## src/rtl/ccc_lock_reset_seq.sv

```systemverilog
// ============================================================================
//  Module      : ccc_lock_reset_seq
//  Description : Lock supervisor and staggered reset sequencer for a fabric
//                clock-conditioning block (CCC/PLL).
//
//                LOCK_IN is synchronised and filtered.
//                NUM_CH active-low domain resets are then released one by one,
//                STAGGER cycles apart, in channel order.
//                Losing lock re-asserts every domain reset on the same edge,
//                bumps a saturating loss counter and re-runs the sequence.
//
//  Ports       : CLK        - system clock, rising edge
//                RESET      - synchronous active-high reset
//                LOCK_IN    - raw CCC LOCK, asynchronous to CLK
//                CH_EN      - per-channel enable; 0 holds the channel in reset
//                RESEQ      - one-cycle request to re-sequence (RUN only)
//                CH_RESET_N - per-domain active-low resets, bit i released i-th
//                READY      - all enabled channels released, lock stable
//                LOSS_CNT   - saturating count of lock-loss events
//                STATE      - FSM state for debug
//
//  Revision    : 1.0 - initial release
// ============================================================================
`default_nettype none

module ccc_lock_reset_seq #(
    parameter int NUM_CH      = 3,
    parameter int SYNC_STAGES = 2,
    parameter int LOCK_FILTER = 16,
    parameter int STAGGER     = 8
) (
    input  logic              CLK,
    input  logic              RESET,
    input  logic              LOCK_IN,
    input  logic [NUM_CH-1:0] CH_EN,
    input  logic              RESEQ,
    output logic [NUM_CH-1:0] CH_RESET_N,
    output logic              READY,
    output logic [7:0]        LOSS_CNT,
    output logic [2:0]        STATE
);

    // ------------------------------------------------------------------------
    // Counter widths. Each counter is sized so that its terminal value fits,
    // and never narrower than one bit.
    // ------------------------------------------------------------------------
    localparam int FILT_W = (LOCK_FILTER > 1) ? $clog2(LOCK_FILTER + 1) : 1;
    localparam int STAG_W = (STAGGER > 1)     ? $clog2(STAGGER + 1)     : 1;
    localparam int IDX_W  = (NUM_CH > 1)      ? $clog2(NUM_CH + 1)      : 1;

    localparam logic [FILT_W-1:0] FILT_LAST = FILT_W'(LOCK_FILTER - 1);
    localparam logic [STAG_W-1:0] STAG_LAST = STAG_W'(STAGGER - 1);
    localparam logic [IDX_W-1:0]  IDX_LAST  = IDX_W'(NUM_CH - 1);

    typedef enum logic [2:0] {
        WAIT_LOCK = 3'd0,
        FILTER    = 3'd1,
        RELEASE   = 3'd2,
        RUN       = 3'd3
    } state_t;

    // ------------------------------------------------------------------------
    // LOCK synchroniser.
    // Bit 0 captures the raw input.
    // The top bit is the clean lock_s seen by the FSM.
    // ------------------------------------------------------------------------
    logic [SYNC_STAGES-1:0] sync_ff;
    logic                   lock_s;

    always_ff @(posedge CLK) begin
        if (RESET) begin
            sync_ff <= '0;
        end else begin
            sync_ff <= {sync_ff[SYNC_STAGES-2:0], LOCK_IN};
        end
    end

    assign lock_s = sync_ff[SYNC_STAGES-1];

    // ------------------------------------------------------------------------
    // Sequencer state: current registers and their next values
    // ------------------------------------------------------------------------
    state_t              state,      state_nx;
    logic [FILT_W-1:0]   filt_cnt,   filt_nx;
    logic [STAG_W-1:0]   stag_cnt,   stag_nx;
    logic [IDX_W-1:0]    idx,        idx_nx;
    logic [NUM_CH-1:0]   ch_rst_n,   ch_nx;
    logic                ready,      ready_nx;
    logic [7:0]          loss_cnt,   loss_nx;

    // Set when this edge aborts a running sequence.
    // loss_event additionally asks for the loss counter to advance.
    logic                abort_seq;
    logic                loss_event;

    always_ff @(posedge CLK) begin
        if (RESET) begin
            state    <= WAIT_LOCK;
            filt_cnt <= '0;
            stag_cnt <= '0;
            idx      <= '0;
            ch_rst_n <= '0;
            ready    <= 1'b0;
            loss_cnt <= '0;
        end else begin
            state    <= state_nx;
            filt_cnt <= filt_nx;
            stag_cnt <= stag_nx;
            idx      <= idx_nx;
            ch_rst_n <= ch_nx;
            ready    <= ready_nx;
            loss_cnt <= loss_nx;
        end
    end

    // ------------------------------------------------------------------------
    // Next-state and next-output logic
    // ------------------------------------------------------------------------
    always_comb begin
        state_nx   = state;
        filt_nx    = filt_cnt;
        stag_nx    = stag_cnt;
        idx_nx     = idx;
        ch_nx      = ch_rst_n;
        ready_nx   = ready;
        loss_nx    = loss_cnt;
        abort_seq  = 1'b0;
        loss_event = 1'b0;

        case (state)
            WAIT_LOCK: begin
                ch_nx    = '0;
                ready_nx = 1'b0;
                if (lock_s) begin
                    state_nx = FILTER;
                    filt_nx  = '0;
                end
            end

            FILTER: begin
                // A dropout here is treated as a glitch.
                // Nothing has been released yet, so no loss is counted.
                if (!lock_s) begin
                    state_nx = WAIT_LOCK;
                    filt_nx  = '0;
                end else if (filt_cnt == FILT_LAST) begin
                    state_nx = RELEASE;
                    filt_nx  = '0;
                    idx_nx   = '0;
                    stag_nx  = '0;
                end else begin
                    filt_nx = filt_cnt + 1'b1;
                end
            end

            RELEASE: begin
                if (!lock_s) begin
                    abort_seq  = 1'b1;
                    loss_event = 1'b1;
                end else if (stag_cnt == STAG_LAST) begin
                    stag_nx = '0;
                    // A masked channel still uses its slot.
                    // This keeps release timing independent of CH_EN.
                    for (int i = 0; i < NUM_CH; i++) begin
                        if (idx == IDX_W'(i)) begin
                            ch_nx[i] = CH_EN[i];
                        end
                    end
                    if (idx == IDX_LAST) begin
                        state_nx = RUN;
                        ready_nx = 1'b1;
                    end else begin
                        idx_nx = idx + 1'b1;
                    end
                end else begin
                    stag_nx = stag_cnt + 1'b1;
                end
            end

            RUN: begin
                // Lock loss has priority over RESEQ.
                // A simultaneous request therefore counts exactly once.
                if (!lock_s) begin
                    abort_seq  = 1'b1;
                    loss_event = 1'b1;
                end else if (RESEQ) begin
                    abort_seq = 1'b1;
                end else begin
                    ch_nx = CH_EN;
                end
            end

            default: begin
                state_nx = WAIT_LOCK;
                ch_nx    = '0;
                ready_nx = 1'b0;
            end
        endcase

        if (abort_seq) begin
            state_nx = WAIT_LOCK;
            ch_nx    = '0;
            ready_nx = 1'b0;
            filt_nx  = '0;
            stag_nx  = '0;
            idx_nx   = '0;
        end

        if (loss_event && (loss_cnt != 8'hFF)) begin
            loss_nx = loss_cnt + 8'd1;
        end
    end

    // ------------------------------------------------------------------------
    // Outputs come straight from registers
    // ------------------------------------------------------------------------
    assign CH_RESET_N = ch_rst_n;
    assign READY      = ready;
    assign LOSS_CNT   = loss_cnt;
    assign STATE      = state;

endmodule

`default_nettype wire

```

## config.mk

```make
export PLATFORM = sky130hd
export DESIGN_NAME = ccc_lock_reset_seq
export DESIGN_NICKNAME = d
export VERILOG_FILES = /design/src/rtl/ccc_lock_reset_seq.sv
export SDC_FILE = /design/constraint.sdc
export NUM_CORES = 1
export LEC_CHECK = 0
export BUFFER_PORTS_ARGS = -buffer_cell sky130_fd_sc_hd__buf_4
export CAP_MARGIN = 5
export CORE_MARGIN = 3
export CORE_UTILIZATION = 35
export DETAILED_ROUTE_END_ITERATION = 8
export PLACE_DENSITY = 0.64
export SLEW_MARGIN = 10
export SYNTH_ARGS = -nofsm -noshare
export SYNTH_HDL_FRONTEND = slang
export SYNTH_SLANG_ARGS = --single-unit
```

## constraint.sdc

```tcl
create_clock -name CLK -period 4.75 [get_ports CLK]
set_clock_uncertainty 0.2 [all_clocks]
set_input_delay 0.2375 -clock CLK [delete_from_list [all_inputs] [get_ports CLK]]
set_output_delay 0.2375 -clock CLK [all_outputs]
set_load 0.01 [all_outputs]
```

# After elaboration in Yosys (flattened, before gate mapping)
# Cells that the tools add are included.
word_totals:
  word_cells: 92
  input_bits: 7
  out_inout_bits: 15
  regBits: 28
op_classes:
  n_eq_ne: 20
  n_addsub: 4
  n_mux: 39
  bitwise_logic: 3
  n_reduce_logical: 16
ops:
  columns: ["operator", "n"]
  rows:
  - ["3-bit two-way mux", 10]
  - ["6-bit AND reduction", 5]
  - ["2-bit != test, second input constant", 11]
  - ["4-bit two-way mux", 4]
  - ["5-bit two-way mux", 3]
  - ["3-bit case mux with 4 select lines", 1]
  - ["1-bit two-way mux", 10]
  - ["2-bit two-way mux", 5]
  - ["5-bit case mux with 2 select lines", 1]
  - ["3-bit case mux with 3 select lines", 1]
  - ["8-bit by 1-bit adder with 8-bit output, second input constant", 1]
  - ["8-bit != test, second input constant", 1]
  - ["4-bit case mux with 2 select lines", 1]
  - ["4-bit AND reduction", 2]
  - ["3-bit by 2-bit equality test with 1-bit output, second input constant", 2]
  - ["2-bit OR reduction", 3]
  - ["5-bit by 1-bit adder with 5-bit output, second input constant", 1]
  - ["5-bit by 4-bit equality test with 1-bit output, second input constant", 1]
  - ["4-bit by 1-bit adder with 4-bit output, second input constant", 1]
  - ["4-bit by 3-bit equality test with 1-bit output, second input constant", 1]
  - ["1-bit case mux with 2 select lines", 2]
  - ["2-bit case mux with 2 select lines", 1]
  - ["2-bit nonzero test", 2]
  - ["3-bit by 1-bit equality test with 1-bit output, second input constant", 1]
  - ["9 further kinds", 11]

# Longest topological paths before layout
depth:
  depth_word: 5
  mapped_depth: 6
  mapped_depth_nobuf: 6

# Worst setup path after synthesis
# Ideal clock, no wire load.
synth_timing:
  path_kind: "reg-to-reg"
  startpoint: "register filt_cnt[0]"
  endpoint: "register idx[0]"
  arrival_time_ns: 1.310
  required_time_ns: 4.463
  setup_time_ns: 0.087
  synth_period_minus_slack_ns: 1.597
  path_stages_with_launch: 7
  n_path_buf: 1
  path_slack_ns: 3.153
  path_cell_list: "dfxtp_1 > ha_1 > and4b_1 > clkbuf_1 > a32o_1 > nand4_1 > o31ai_1"
synth_between:
  elab_chain_cells: 3
synth_lines:
  columns: ["item", "line_no", "source"]
  rows:
  - ["start, declared", "84", "logic [FILT_W-1:0] filt_cnt, filt_nx;"]
  - ["start signal, assigned", "107", "filt_cnt <= filt_nx;"]
  - ["5-bit by 4-bit equality test with 1-bit output", "146", "end else if (filt_cnt == FILT_LAST) begin"]
  - ["2-bit != test (no source line)", null, null]
  - ["6-bit AND reduction (no source line)", null, null]
  - ["end signal, assigned", "109", "idx <= idx_nx;"]
  - ["end, declared", "86", "logic [IDX_W-1:0] idx, idx_nx;"]
# No other way between the ends.
# A chain may end at the register's enable or synchronous reset.

# Worst setup path in the final report
layout_timing:
  startpoint: "register state[1], in the netlist STATE[1]"
  endpoint: "register idx[0]"
layout_between:
  elab_chain_cells: 3
  word_cells_on_any_way: 13
  classes_between: "eq/ne (8); mux (2); reduce/logical (3)"
layout_lines:
  columns: ["item", "line_no", "source"]
  rows:
  - ["start, declared", "83", "state_t state, state_nx;"]
  - ["start signal, assigned", "106", "state <= state_nx;"]
  - ["3-bit by 2-bit equality test with 1-bit output or 3-bit by 1-bit equality test with 1-bit output (tied branches)", "130", "case (state)"]
  - ["2-bit != test (no source line), or another cell as far along", null, null]
  - ["6-bit AND reduction (no source line) or 2-bit OR reduction (tied branches)", null, null]
# Parallel ways exist; a longest one is shown, timed or not.

==> impl_metrics.json <==
{
  "status": "complete, no violations",
  "ys_top_cells_by_area": "dfxtp_1 38%, ha_1 5.3%, nor2_1 5.0%",
  "hp-class": "primary input to register",
  "grt_pass1_vias": 1129,
  "synth.top_cell.area_share_pct": 38.10,
  "cts_tree": "done",
  "setup_tns_ps": 0,
  "place_congestion": 0.8067,
  "fp.dieW_um": 69.67,
  "vias": 1223,
  "cts_root_buf": "clkbuf_8",
  "ctsLongestPathBuffers": 2,
  "crit_path_start_kind": "register",
  "setup_viol": 0,
  "slew_viol_final": 0,
  "ant_nets": 0,
  "ios": 22,
  "finalNetCount": 192,
  "routedWlPerCell_um": 13.67,
  "antenna_found_initial": 0,
  "dp_hpwl_mm": 2.217,
  "netlist_area_mm2": 0.001419,
  "rsz0062_at_grt": "no",
  "whs_path_depth": 2,
  "synthArstFlopShare_pct": 0,
  "finalCritPeriodShare_pct": 44.17,
  "synth.avg_cell_area_um2": 8.705,
  "fp.coreArea_mm2": 0.003771,
  "area.growth.synth_to_final_pct": 15.17,
  "clk_latency_ps": 270,
  "ys_ff_latch": 27,
  "cts_resized": 0,
  "diodes": 0,
  "num-fill-cells": 357,
  "drt-initial-drc-count": 100,
  "synth_ff_type": "dfxtp_1",
  "multi_input_area_um2": 805.8,
  "crit_type": "register to register",
  "die_area_mm2": 0.004854,
  "peakVddDrop_uv": 201.5,
  "r2r_cells": 3,
  "yosysWarnings": 0,
  "ys_seq_area_share_pct": 38.10,
  "synth_edf_count": 0,
  "leakage_nw": 0.6246,
  "start_util_pct": 37.62,
  "final_util_pct": 43.33,
  "cts-htree-levels": 1,
  "grt_max_degree": 26,
  "yosysTopAreaCell": "dfxtp_1",
  "synth_nets": 176,
  "critPathCaptureType": "register",
  "cts_buffers": 3,
  "fp.dieH_um": 69.67,
  "crit_path_max_fanout": 25,
  "drc": 0,
  "rows": 22,
  "dr.pass1.iters": 4,
  "tightestPinTransition_ps": 779.2,
  "cp.required_ps": 4700,
  "synthCells": 163,
  "vias_per_cell": 5.412,
  "hold_viol_final": 0,
  "p_per_area_mw_per_mm2": 229.3,
  "clkSinkCount": 27,
  "max_slew_margin_pct": 47.98,
  "drive_above_1_share_pct": 14.61,
  "grt_pass1_wl_mm": 5.209,
  "cts.reportedPaths.clkPinSlew_ps": 90,
  "io_buffers": 20,
  "ys_types": 47,
  "routed_wl_mm": 3.089,
  "worstPathArrival_ps": 2050,
  "overflow": 0,
  "maxCapViolations": 0,
  "period_needed_ps": 2098,
  "fmax_mhz": 476.6,
  "regArea_um2": 540.5,
  "track_usage_pct": 12.74
}
[synth_stat cells, types with 2 or more instances]
| cell | number |
|---|---|
| o211ai_1 | 2 |
| clkbuf_1 | 2 |
| o31ai_1 | 2 |
| nand2_1 | 7 |
| xor2_1 | 5 |
| and2_1 | 3 |
| nor3b_1 | 2 |
| buf_2 | 7 |
| and3_1 | 2 |
| nor2b_1 | 4 |
| xnor2_1 | 2 |
| nor3_1 | 4 |
| o21ai_0 | 3 |
| mux2i_1 | 5 |
| inv_1 | 6 |
| a22oi_1 | 2 |
| a31oi_1 | 8 |
| nand4_1 | 4 |
| a21oi_1 | 6 |
| and4b_1 | 2 |
| dfxtp_1 | 27 |
| nor2_1 | 19 |
| o21ai_1 | 2 |
| nand3_1 | 9 |
| ha_1 | 6 |
[through the flow]
step	worst slack, ps	total power, W	hold WS, ps	cell area (um2)	instances
floorplan	3153	0.0002448	109.1	1419	163
global placement	2750	0.0002501	226.4	1579	221
detailed placement	2679	0.0002507	239.1	1579	221
CTS	2661	0.0003794	35.57	1634	226
global route	2486	0.0003907	43.02	1634	226
finish	2652	0.0003746	44.39	1634	226
[worst max-delay path, stage by stage, from the launching register on]
cell and delay (ps):
dfxtp_1 840, nor2b_4 370, a311o_1 420, o31ai_1 140
[placed cells by master (no fill, tap or decap), types with 2 or more instances in the layout]
master / n
a21oi_1: 6
a22oi_1: 2
a31oi_1: 8
and2_1: 3
and3_1: 2
and4b_1: 2
buf_4: 20
clkbuf_8: 3
dfxtp_1: 27
ha_1: 6
inv_1: 6
mux2i_1: 5
nand2_1: 7
nand3_1: 9
nand4_1: 4
nor2_1: 19
nor2b_1: 4
nor3_1: 4
nor3b_1: 2
o211ai_1: 2
o21ai_0: 3
o21ai_1: 2
o31ai_1: 2
xnor2_1: 2
xor2_1: 5
[repair_timing]
item | in CTS | in global routing
setup buffers | 0 | 0
hold buffers | 1 | 0
endpoints found under the hold margin | 1 | 0
[power breakdown]
| group | switching, W | internal [W] |
|---|---|---|
| combinational | 0.00000940 | 0.00000705 |
| sequential | 0.00000211 | 0.000228 |
| clock | 0.0000685 | 0.0000600 |
[final timing paths]
check / startpoint / to / slack (ps)
worst min-delay path: RESET / LOSS_CNT[4]$_SDFFE_PP0P_ / 40
worst max-delay path: STATE[1]$_SDFFE_PP0P_ / idx[0]$_SDFFE_PP0P_ / 2650
worst max register to register: STATE[1]$_SDFFE_PP0P_ / idx[0]$_SDFFE_PP0P_ / 2650
worst min register to register: sync_ff[0]$_SDFF_PP0_ / sync_ff[1]$_SDFF_PP0_ / 260
[metal layers]
metal	global-route usage [%]	up-vias	wire (um)
met5	0	-	0
met4	2.553	0	17
met3	3.333	2	133
met2	21.08	22	1430
met1	16.75	576	1508
li1	-	623	-
[cell families (layout without fill, tap and decap cells)]
kind of cell	count (synthesis)	count (layout)	synth area share, %
AND/OR/NAND/NOR	65	65	25.13
AO/OA/AOI/OAI	35	35	17.46
flip-flops	27	27	38.10
buffers and inverters	16	31	5.115
XOR/XNOR	7	7	4.321
adder cells (fa/ha/maj)	6	6	5.291
multiplexers	6	6	4.321
other	1	1	0.2643
[registers in the layout, summed over array words and instances (netlist names)]
signal / flops
LOSS_CNT: 8
filt_cnt: 5
stag_cnt: 4
CH_RESET_N: 3
STATE: 2
idx: 2
sync_ff: 2
READY: 1
[cell type report]
cell class              instances  share of cell area [%]
clock buffers                   4                   2.757
inverters                       6                   1.378
multi-input cells             120                   49.31
flip-flops and latches         27                   33.08
well taps                      48                   3.675
repair buffers                 21                   9.801
Power figures use the tool's default switching activity.
